`src/rtl/fp_seq_divider.sv`:
```
// Sequential single-precision divider: restoring mantissa divide, one quotient
// bit per clock, with an exponent subtractor alongside it. Denormals flush to
// zero and rounding is truncation. A start/busy/done handshake controls it.
module fp_seq_divider (
  input  logic        clk,
  input  logic        rst_n,
  input  logic        start,
  input  logic [31:0] a,
  input  logic [31:0] b,
  output logic        busy,
  output logic        done,
  output logic [31:0] result,
  output logic        div_by_zero,
  output logic        overflow,
  output logic        underflow
);

  typedef enum logic [2:0] {IDLE, CALC, NORM, SPEC, DONE} state_t;

  state_t             state, state_next;
  logic               sign_q;
  logic [31:0]        spec_res_q;
  logic               spec_dbz_q;
  logic [23:0]        mb_q;
  logic [25:0]        rem_q;
  logic [24:0]        quo_q;
  logic signed [9:0]  exp_q;
  logic [4:0]         cnt_q;

  // Operand classification on the incoming operands (used only in IDLE)
  logic        a_zero, a_inf, a_nan, b_zero, b_inf, b_nan, sign, special;
  logic [31:0] spec_res;
  logic        spec_dbz;

  // Classify operands and resolve the special-case result in priority order
  always_comb begin
    a_zero   = (a[30:23] == 8'h00);
    b_zero   = (b[30:23] == 8'h00);
    a_inf    = (a[30:23] == 8'hFF) && (a[22:0] == 23'd0);
    b_inf    = (b[30:23] == 8'hFF) && (b[22:0] == 23'd0);
    a_nan    = (a[30:23] == 8'hFF) && (a[22:0] != 23'd0);
    b_nan    = (b[30:23] == 8'hFF) && (b[22:0] != 23'd0);
    sign     = a[31] ^ b[31];
    special  = a_zero | a_inf | a_nan | b_zero | b_inf | b_nan;
    spec_res = '0;
    spec_dbz = 1'b0;
    if (a_nan || b_nan || (a_zero && b_zero) || (a_inf && b_inf)) begin
      spec_res = 32'h7FC0_0000;
    end else if (a_inf) begin
      spec_res = {sign, 31'h7F80_0000};
    end else if (b_zero) begin
      spec_res = {sign, 31'h7F80_0000};
      spec_dbz = 1'b1;
    end else begin
      spec_res = {sign, 31'd0};
    end
  end

  // One restoring-division step and the normalisation of the final quotient
  logic [25:0]       diff, rem_sel, rem_next;
  logic              ge;
  logic signed [9:0] exp_fin;
  logic [22:0]       frac_fin;

  always_comb begin
    ge       = (rem_q >= {2'b00, mb_q});
    diff     = rem_q - {2'b00, mb_q};
    rem_sel  = ge ? diff : rem_q;
    rem_next = rem_sel << 1;
    exp_fin  = quo_q[24] ? exp_q : (exp_q - 10'sd1);
    frac_fin = quo_q[24] ? quo_q[23:1] : quo_q[22:0];
  end

  // State register
  always_ff @(posedge clk or negedge rst_n) begin
    if (!rst_n) state <= IDLE;
    else        state <= state_next;
  end

  // Next-state logic
  always_comb begin
    state_next = state;
    case (state)
      IDLE:    if (start) state_next = special ? SPEC : CALC;
      CALC:    if (cnt_q == 5'd0) state_next = NORM;
      NORM:    state_next = DONE;
      SPEC:    state_next = DONE;
      DONE:    state_next = IDLE;
      default: state_next = IDLE;
    endcase
  end

  // Handshake outputs decoded from state
  always_comb begin
    busy = (state == CALC) || (state == NORM) || (state == SPEC);
    done = (state == DONE);
  end

  // Datapath: capture on accepted start, iterate in CALC, commit in NORM/SPEC
  always_ff @(posedge clk or negedge rst_n) begin
    if (!rst_n) begin
      result      <= '0;
      div_by_zero <= 1'b0;
      overflow    <= 1'b0;
      underflow   <= 1'b0;
      sign_q      <= 1'b0;
      spec_res_q  <= '0;
      spec_dbz_q  <= 1'b0;
      mb_q        <= '0;
      rem_q       <= '0;
      quo_q       <= '0;
      exp_q       <= '0;
      cnt_q       <= '0;
    end else begin
      case (state)
        IDLE: if (start) begin
          div_by_zero <= 1'b0;
          overflow    <= 1'b0;
          underflow   <= 1'b0;
          sign_q      <= sign;
          spec_res_q  <= spec_res;
          spec_dbz_q  <= spec_dbz;
          mb_q        <= {1'b1, b[22:0]};
          rem_q       <= {3'b001, a[22:0]};
          quo_q       <= '0;
          exp_q       <= $signed({2'b00, a[30:23]}) - $signed({2'b00, b[30:23]}) + 10'sd127;
          cnt_q       <= 5'd24;
        end
        // Quotient bits are shifted in MSB first, so after 25 steps bit 24 is the first one decided
        CALC: begin
          rem_q <= rem_next;
          quo_q <= {quo_q[23:0], ge};
          cnt_q <= cnt_q - 5'd1;
        end
        NORM: begin
          if (exp_fin >= 10'sd255) begin
            result   <= {sign_q, 31'h7F80_0000};
            overflow <= 1'b1;
          end else if (exp_fin <= 10'sd0) begin
            result    <= {sign_q, 31'd0};
            underflow <= 1'b1;
          end else begin
            result <= {sign_q, exp_fin[7:0], frac_fin};
          end
        end
        SPEC: begin
          result      <= spec_res_q;
          div_by_zero <= spec_dbz_q;
        end
        default: ;
      endcase
    end
  end

endmodule

```
`config.mk`:
```
export PLATFORM = sky130hd
export DESIGN_NAME = fp_seq_divider
export DESIGN_NICKNAME = d
export VERILOG_FILES = /design/src/rtl/fp_seq_divider.sv
export SDC_FILE = /design/constraint.sdc
export NUM_CORES = 1
export LEC_CHECK = 0
export CAP_MARGIN = 25
export CELL_PAD_IN_SITES_DETAIL_PLACEMENT = 0
export CELL_PAD_IN_SITES_GLOBAL_PLACEMENT = 1
export CORE_ASPECT_RATIO = 0.6
export CORE_MARGIN = 2
export CORE_UTILIZATION = 35
export DETAILED_ROUTE_END_ITERATION = 8
export HOLD_SLACK_MARGIN = 0.08
export PLACE_DENSITY_LB_ADDON = 0.2
export SETUP_SLACK_MARGIN = 0.2
export SLEW_MARGIN = 20
export SYNTH_ARGS = -nofsm -noshare
export SYNTH_HDL_FRONTEND = slang
export SYNTH_SLANG_ARGS = --single-unit
export TNS_END_PERCENT = 30
```
`constraint.sdc`:
```
create_clock -name clk -period 6.75 [get_ports clk]
set_input_delay 2.025 -clock clk [delete_from_list [all_inputs] [get_ports clk]]
set_output_delay 2.025 -clock clk [all_outputs]
set_load 0.01 [all_outputs]
```
==> results of run 1 <==
## worst max-delay path by stage
stage / startpoint / cells past startpoint / end / slack, ns
after global routing: b[24] / 11 / exp_q[8]$_DFFE_PN0P_ / 2.23
after detailed placement: b[23] / 12 / exp_q[8]$_DFFE_PN0P_ / 2.07
after global placement: b[23] / 12 / exp_q[8]$_DFFE_PN0P_ / 2.07
final: b[23] / 12 / exp_q[8]$_DFFE_PN0P_ / 2.50
after floorplan: a[23] / 12 / exp_q[8]$_DFFE_PN0P_ / 2.79
after CTS: b[23] / 12 / exp_q[8]$_DFFE_PN0P_ / 2.51
## cells in the mapped netlist, types with 5 or more instances
cell	instances
mux2i_1	30
nand2_1	139
a21o_1	10
nor4_1	16
dfrtp_1	133
nor2b_1	9
nor2_1	61
nor3_1	21
and3_1	5
clkbuf_1	32
nand3_1	11
buf_2	6
or2_2	5
or4_1	5
o21a_1	11
o21ai_1	20
nand2b_1	6
a32o_1	6
a22o_1	27
a21oi_1	43
nand4_1	15
o211ai_1	6
inv_1	49
a211oi_1	16
ha_1	36
o21ai_0	62
xor2_1	12
a31oi_1	18
xnor2_1	25
## logic make-up after synthesis
group | count (synthesis) | synth area share (%)
simple gates | 313 | 18.3
compound gates | 257 | 21.2
flops | 133 | 41.6
buf+inv | 93 | 4.65
fa+ha+maj | 38 | 6.13
xor+xnor | 37 | 4.05
mux | 32 | 4.04
## final cells by class
type | count | area, sq um | area share (%)
Multi-Input combinational cell | 677 | 4310 | 43.5
Timing Repair Buffer | 114 | 1150 | 11.6
Clock buffer | 20 | 447 | 4.51
Inverter | 49 | 184 | 1.86
Tap cell | 308 | 385 | 3.89
Sequential cell | 133 | 3330 | 33.6
Clock inverter | 10 | 103 | 1.04
## cells in the final DEF, fill, tap and decap left out, types with 17 or more instances in the layout
cell,n
inv_1,49
mux2i_1,30
a31oi_1,18
nor3_1,21
a21oi_1,43
ha_1,36
o21ai_1,20
xnor2_1,25
clkbuf_16,17
nor2_1,60
dfrtp_1,133
a22o_1,27
nand2_1,139
clkdlybuf4s50_1,102
o21ai_0,62
## registers in the layout, indices dropped and copies added (netlist names), 3 cells and up
signal,count
mb_q,24
exp_q,10
spec_res_q,3
result,32
cnt_q,5
quo_q,25
rem_q,26
state,3
## through the flow
stage | hold WS (ns) | setup slack, ns | util [%]
final | 0.445 | 2.50 | 44.5
after global routing | 0.490 | 2.23 | 44.5
after detailed placement | 0.438 | 2.07 | 42.0
after floorplan | 0.418 | 2.79 | -
after CTS | 0.450 | 2.51 | 44.4
after global placement | 0.437 | 2.07 | 42.0
## worst max-delay path: stages
cell	delay, ns
clkdlybuf4s50_1	0.51
ha_1	0.20
inv_1	0.06
fa_1	0.39
a21oi_1	0.16
nor2b_1	0.07
o21ai_0	0.28
a21oi_1	0.13
a211o_1	0.29
a31oi_1	0.19
xor2_1	0.15
o21ai_0	0.08
## per-layer routing
metal | wire [um] | vias to the layer above
met3 | 1340 | 10
li1 | - | 3427
met4 | 104 | 0
met1 | 12900 | 3267
met2 | 8510 | 169
met5 | 0 | -
## report_power, final
group / internal [mW] / switching [mW] / total, mW
Sequential: 1.12 / 0.266 / 1.38
Combinational: 1.28 / 1.88 / 3.16
Clock: 0.515 / 0.372 / 0.888
Total: 2.91 / 2.52 / 5.43
==> results.toml, run 1 <==
[min_path]
hp-class = "register to register"
min_to = "mb_q[23]$_DFFE_PN0P_"
hold_depth = 2
hp-start = "mb_q[23]$_DFFE_PN0P_"

[yosys]
synth-edff-count = 0
avgSynthCellArea_sq_um = 8.86
synth_flop_cell = "dfrtp_1"
synth_top_area_share_pct = 41.6
post_synth_num_cell_types = 66
yosysSeqAreaShare_pct = 41.6
synthesis.instances = 903
yosys_warnings = 0
mappedNetlistNets = 1008
async_flop_share_pct = 100
syn-cell-area_sq_um = 8000
synth-seq-cells = 133
synth_area_leaders = "dfrtp_1 (42%), nand2_1 (6.5%), ha_1 (5.6%), o21ai_0 (3.9%), mux2i_1 (3.8%)"
yosysTopAreaCell = "dfrtp_1"

[cells_and_area]
final_nets = 1097
stdcell_area_sq_um = 9900
drive_above_1_share_pct = 5.88
n_fill_cell = 2216
diodes = 0
fin_cells = 1311
area_growth_pct = 23.8

[clock_network]
ctsLongestPathBuffers = 2
cts_resized = 0
ctsHoldBuffers = 0
htree_levels = 4
cts_made_buffers = 17
cts_tree = "done"
clock_latency_ns = 0.42
cts-root-buf = "clkbuf_16"
clk_pin_slew_worst_paths_ns = 0.06
clkSinkCount = 133
post_cts_buffers = 0

[global_routing]
busiest_layer = "met1"
grt_pass1_wl_um = 36500
grt_start_max_net_pins = 98
grtUsageTotal_pct = 19.6
gr-total-overflow = 0
antenna_found_initial = 0
groute.layer.met1.usage_pct = 32.6
grt_pass1_vias = 6434
met3_usage_pct = 4.75
grtUsageMet2_pct = 24.8

[setup_path]
r2r_start = "rem_q[13]$_DFFE_PN0P_"
timing.rr.end = "rem_q[7]$_DFFE_PN0P_"
end_kind = "register"
cp-start-kind = "input port"
reg2reg_slack_ns = 3.47
cp_data_required_time_ns = 7.03
worstRegToRegCells = 10
critPathKind = "input port to register"
worstPathMaxFanout = 3
critPathArrivalTime_ns = 4.53

[die]
row_count = 42
start_util_pct = 36.0
fp.dieW_um = 199
io_pins = 104
core_area_sq_um = 22200
die_y_um = 121
die_area_sq_um = 24100

[place]
port_buffers = 103
dp.cells = 1280
placed_area_sq_um = 9330
post-dp-hpwl_um = 16200
gp_congestion = 0.840

[pwr]
p_leak_nw = 4.15
power_per_cell_area_nw_per_um2 = 548
totalPowerFinal_mw = 5.43
peakVddDrop_mv = 0.357

[status]
status = "completed"

[routing]
routed_wirelength_um = 22900
vias = 6873
drt_iter0_markers = 560
via_per_inst = 5.24
drt-wirelength-per-cell_um = 17.4
remaining_drc_errors = 0
drtAntennaViolNets = 0
drt_pass1_iterations = 5

[timing]
rsz0062_at_grt = "false"
setup_viol = 0
finalHoldViolations = 0
fin_crit_sh_pct = 63.0
fin_skew_ns = 0.0131
drv_slew = 0
tns_ns = 0
period_needed_ns = 4.25
worst_pin_slew_ns = 0.969
fmax_mhz = 235
slew_headroom_pct = 35.2

[job]
maxCapViolations = 0
No activity file was read; power rests on OpenSTA's default activity.
==> run 2, diff against run 1 <==
==> constraint.sdc (replaced) <==
create_clock -name clk -period 4.1 [get_ports clk]
set_input_delay 1.23 -clock clk [delete_from_list [all_inputs] [get_ports clk]]
set_output_delay 1.23 -clock clk [all_outputs]
set_load 0.01 [all_outputs]
==> results.toml, run 2 (synthesized netlist as in run 1, its figures left out) <==
[status]
status = "completed"

[place]
placed_area_sq_um = 9400
gp_congestion = 0.860
port_buffers = 103
post-dp-hpwl_um = 16800

[routing]
drtAntennaViolNets = 0
routed_wirelength_um = 22900
drt_pass1_iterations = 5
drt_iter0_markers = 499
remaining_drc_errors = 0
drt-wirelength-per-cell_um = 17.4
vias = 7010
via_per_inst = 5.32

[job]
maxCapViolations = 0

[clock_network]
clkSinkCount = 133
htree_levels = 4
cts_resized = 0
cts_made_buffers = 17
clock_latency_ns = 0.43
cts-root-buf = "clkbuf_16"
post_cts_buffers = 0
ctsLongestPathBuffers = 2
ctsHoldBuffers = 0
cts_tree = "done"
clk_pin_slew_worst_paths_ns = 0.06

[min_path]
hp-class = "register to register"

[die]
die_area_sq_um = 24100
row_count = 42
io_pins = 104
die_y_um = 121
core_area_sq_um = 22200
fp.dieW_um = 199
start_util_pct = 36.0

[setup_path]
cp-start-kind = "input port"
critPathArrivalTime_ns = 3.78
critPathKind = "input port to register"
end_kind = "register"
cp_data_required_time_ns = 4.38
worstPathMaxFanout = 3

[timing]
tns_ns = 0
fmax_mhz = 286
fin_crit_sh_pct = 85.3
period_needed_ns = 3.50
slew_headroom_pct = 49.4
worst_pin_slew_ns = 0.749
fin_skew_ns = 0.0166
setup_viol = 0
drv_slew = 0
rsz0062_at_grt = "false"
finalHoldViolations = 0

[cells_and_area]
layout_commonest_cell = "nand2_1"
diodes = 0
final_cell_mix = "nand2_1 (139), dfrtp_1 (133), clkdlybuf4s50_1 (102)"
regMostFlops = "result"
drive_above_1_share_pct = 6.53
area_growth_pct = 24.5
largest_reg_flops = 32
final_nets = 1102
top_regs = "result x32, rem_q x26, quo_q x25"
stdcell_area_sq_um = 9960

[pwr]
p_leak_nw = 4.19
peakVddDrop_mv = 0.474
power_per_cell_area_nw_per_um2 = 909

[global_routing]
antenna_found_initial = 0
grt_start_max_net_pins = 69
grt_pass1_wl_um = 37300
grt_pass1_vias = 6424
gr-total-overflow = 0
grtUsageTotal_pct = 20.2
-- run 2: changes by cell type in the layout (fill, tap and decap cells not counted) --
cell	previous run	this run
clkinv_2	0	1
inv_6	2	5
buf_12	1	3
clkinvlp_4	5	2
buf_16	1	0
buf_4	9	13
clkinv_4	2	3
-- run 2: path summary, 6_finish.rpt --
check	from	end	slack, ns	cells after the start
min	mb_q[23]$_DFFE_PN0P_	mb_q[23]$_DFFE_PN0P_	0.45	2
max reg2reg	rem_q[0]$_DFFE_PN0P_	rem_q[17]$_DFFE_PN0P_	0.88	11
max	b[23]	exp_q[8]$_DFFE_PN0P_	0.60	12
min reg2reg	mb_q[23]$_DFFE_PN0P_	mb_q[23]$_DFFE_PN0P_	0.45	2
min in group asynchronous	rst_n	mb_q[6]$_DFFE_PN0P_	0.78	1
max in group asynchronous	rst_n	mb_q[16]$_DFFE_PN0P_	2.55	2
-- run 2: power breakdown --
group | internal [mW] | switching, mW | leakage, nW
clock | 0.862 | 0.638 | 0.272
sequential | 1.84 | 0.418 | 1.70
combinational | 2.20 | 3.11 | 2.22
-- run 2: cell type report --
type / count / area, sq um
clock inverters: 12 / 120
well taps: 308 / 385
inverters: 49 / 184
multi-input cells: 677 / 4310
clock buffers: 20 / 447
flip-flops and latches: 133 / 3330
repair buffers: 119 / 1190
fillers: 2234 / 12300
-- run 2: per-layer routing --
layer,vias up,wire length [um],track usage [%]
met5,-,0,0
met4,0,131,5.22
met3,12,1040,3.97
met2,148,8550,25.1
met1,3411,13200,33.7
li1,3439,-,-
-- run 2: worst max-delay path, stage by stage --
cell and delay [ns]:
clkdlybuf4s50_1 0.52, ha_1 0.19, inv_1 0.05, fa_1 0.40, a21oi_1 0.17, nor2b_1 0.07, o21ai_0 0.30, a21oi_1 0.13
a211o_1 0.28, a31oi_1 0.19, xor2_1 0.16, o21ai_0 0.08
-- run 2: stage by stage --
stage	power, mW	util [%]	instances	hold slack, ns	worst slack, ns
2_1_floorplan	6.01	-	903	0.418	0.933
3_3_place_gp	7.54	42.3	1286	0.435	0.193
3_5_place_dp	7.52	42.3	1286	0.437	0.141
4_1_cts	9.07	44.8	1318	0.449	0.606
5_1_grt	9.88	44.8	1318	0.494	0.292
6_report	9.06	44.8	1318	0.452	0.603
==> run 3, diff against run 2 <==
--- a/config.mk
+++ b/config.mk
@@ -8,7 +8,6 @@
 export CAP_MARGIN = 25
 export CELL_PAD_IN_SITES_DETAIL_PLACEMENT = 0
 export CELL_PAD_IN_SITES_GLOBAL_PLACEMENT = 1
-export CORE_ASPECT_RATIO = 0.6
 export CORE_MARGIN = 2
 export CORE_UTILIZATION = 35
 export DETAILED_ROUTE_END_ITERATION = 8
==> constraint.sdc (replaced) <==
create_clock -name clk -period 3.5 [get_ports clk]
set_input_delay 1.05 -clock clk [delete_from_list [all_inputs] [get_ports clk]]
set_output_delay 1.05 -clock clk [all_outputs]
set_load 0.01 [all_outputs]
==> results.toml, run 3 (synthesized netlist as in run 1, its figures left out) <==
[status]
status = "completed"

[global_routing]
grt_pass1_wl_um = 34400
grt_start_max_net_pins = 68
busiest_layer = "met2"
groute.layer.met1.usage_pct = 24.3
grtUsageTotal_pct = 17.8
grtUsageMet2_pct = 29.1
met3_usage_pct = 3.51
grt_pass1_vias = 6778
antenna_found_initial = 0
gr-total-overflow = 0

[timing]
setup_viol = 0
slew_headroom_pct = 53.7
timing.final.ws_setup_ns = 0.357
hold_slack_ns = 0.450
rsz0062_at_grt = "true"
fin_skew_ns = 0.0116
period_needed_ns = 3.14
worst_pin_slew_ns = 0.686
drv_slew = 0
fmax_mhz = 318
finalHoldViolations = 0
fin_crit_sh_pct = 89.8

[clock_network]
ctsLongestPathBuffers = 2
htree_levels = 4
cts-root-buf = "clkbuf_16"
post_cts_buffers = 0
clkSinkCount = 133
cts_made_buffers = 17
ctsHoldBuffers = 0
cts_tree = "done"
cts_resized = 0
clock_latency_ns = 0.42
clk_pin_slew_worst_paths_ns = 0.07

[die]
start_util_pct = 35.5
io_pins = 104
core_area_sq_um = 22500
fp.dieW_um = 155
row_count = 55
die_y_um = 155
die_area_sq_um = 24100

[setup_path]
cp-start-kind = "input port"
critPathKind = "input port to register"
cp_data_required_time_ns = 3.80
end_kind = "register"
critPathArrivalTime_ns = 3.44
worstPathMaxFanout = 3

[min_path]
hp-class = "register to register"

[cells_and_area]
final_cell_mix = "nand2_1 (139), dfrtp_1 (133), clkdlybuf4s50_1 (102)"
final_nets = 1119
top_regs = "result x32, rem_q x26, quo_q x25"
layout_commonest_cell = "nand2_1"
area_growth_pct = 26.4
drive_above_1_share_pct = 8.37
diodes = 0
regMostFlops = "result"
largest_reg_flops = 32

[place]
gp_congestion = 0.816
port_buffers = 103
post-dp-hpwl_um = 15300
place_ws_ns = -0.122

[job]
maxCapViolations = 0

[routing]
remaining_drc_errors = 0
vias = 6892
drt-wirelength-per-cell_um = 15.8
via_per_inst = 5.25
drt_iter0_markers = 303
routed_wirelength_um = 20700
drtAntennaViolNets = 0
drt_pass1_iterations = 4

[pwr]
p_leak_nw = 4.30
power_per_cell_area_nw_per_um2 = 1050
peakVddDrop_mv = 0.594
-- run 3: per-layer routing --
layer  vias to the layer above  share of wire, %  routed length [um]
met4                         0               1.2                 246
li1                       3479                 -                   -
met3                        15               3.3                 681
met1                      3268                49               10200
met5                         -                 0                   0
met2                       130                46                9590
-- run 3: layout make-up --
cell class | instances | area [sq um]
Fill cell | 2211 | 12400
Clock inverter | 15 | 184
Sequential cell | 133 | 3330
Multi-Input combinational cell | 677 | 4310
Timing Repair Buffer | 136 | 1320
Tap cell | 285 | 357
Clock buffer | 17 | 425
Inverter | 49 | 184
-- run 3: path summary, 6_finish.rpt --
check	start	end	slack, ns	cells past startpoint
max in group asynchronous	rst_n	quo_q[22]$_DFFE_PN0P_	2.11	2
min in group asynchronous	rst_n	result[28]$_DFFE_PN0P_	0.61	1
worst min register to register	mb_q[23]$_DFFE_PN0P_	mb_q[23]$_DFFE_PN0P_	0.45	2
worst min-delay path	mb_q[23]$_DFFE_PN0P_	mb_q[23]$_DFFE_PN0P_	0.45	2
worst max-delay path	b[24]	exp_q[8]$_DFFE_PN0P_	0.36	13
worst max register to register	rem_q[13]$_DFFE_PN0P_	rem_q[7]$_DFFE_PN0P_	0.41	10
-- run 3: report_power, final --
| group | switching, mW | internal, mW | total (mW) |
|---|---|---|---|
| clock network | 0.804 | 1.03 | 1.83 |
| logic | 3.49 | 2.63 | 6.12 |
| registers | 0.464 | 2.15 | 2.61 |
-- run 3: worst max-delay path, cell delays in order --
cell             delay, ns
clkdlybuf4s50_1       0.49
inv_1                 0.07
buf_4                 0.13
fa_1                  0.40
a21oi_1               0.16
nor2b_1               0.08
o21ai_0               0.21
buf_4                 0.16
o21a_1                0.14
nor3_2                0.06
a31oi_1               0.22
xor2_1                0.16
o21ai_0               0.09
-- run 3: stage by stage --
stage / TNS [ns] / cell area [sq um] / total power, mW / std cells / util [%]
3_3_place_gp: -0.179 / 9490 / 8.73 / 1280 / 42.2
6_report: 0 / 10100 / 10.6 / 1312 / 44.9
5_1_grt: 0 / 10100 / 11.6 / 1312 / 44.9
2_1_floorplan: 0 / 8000 / 7.03 / 903 / -
3_5_place_dp: -0.318 / 9490 / 8.75 / 1280 / 42.2
4_1_cts: 0 / 10100 / 10.6 / 1312 / 44.9
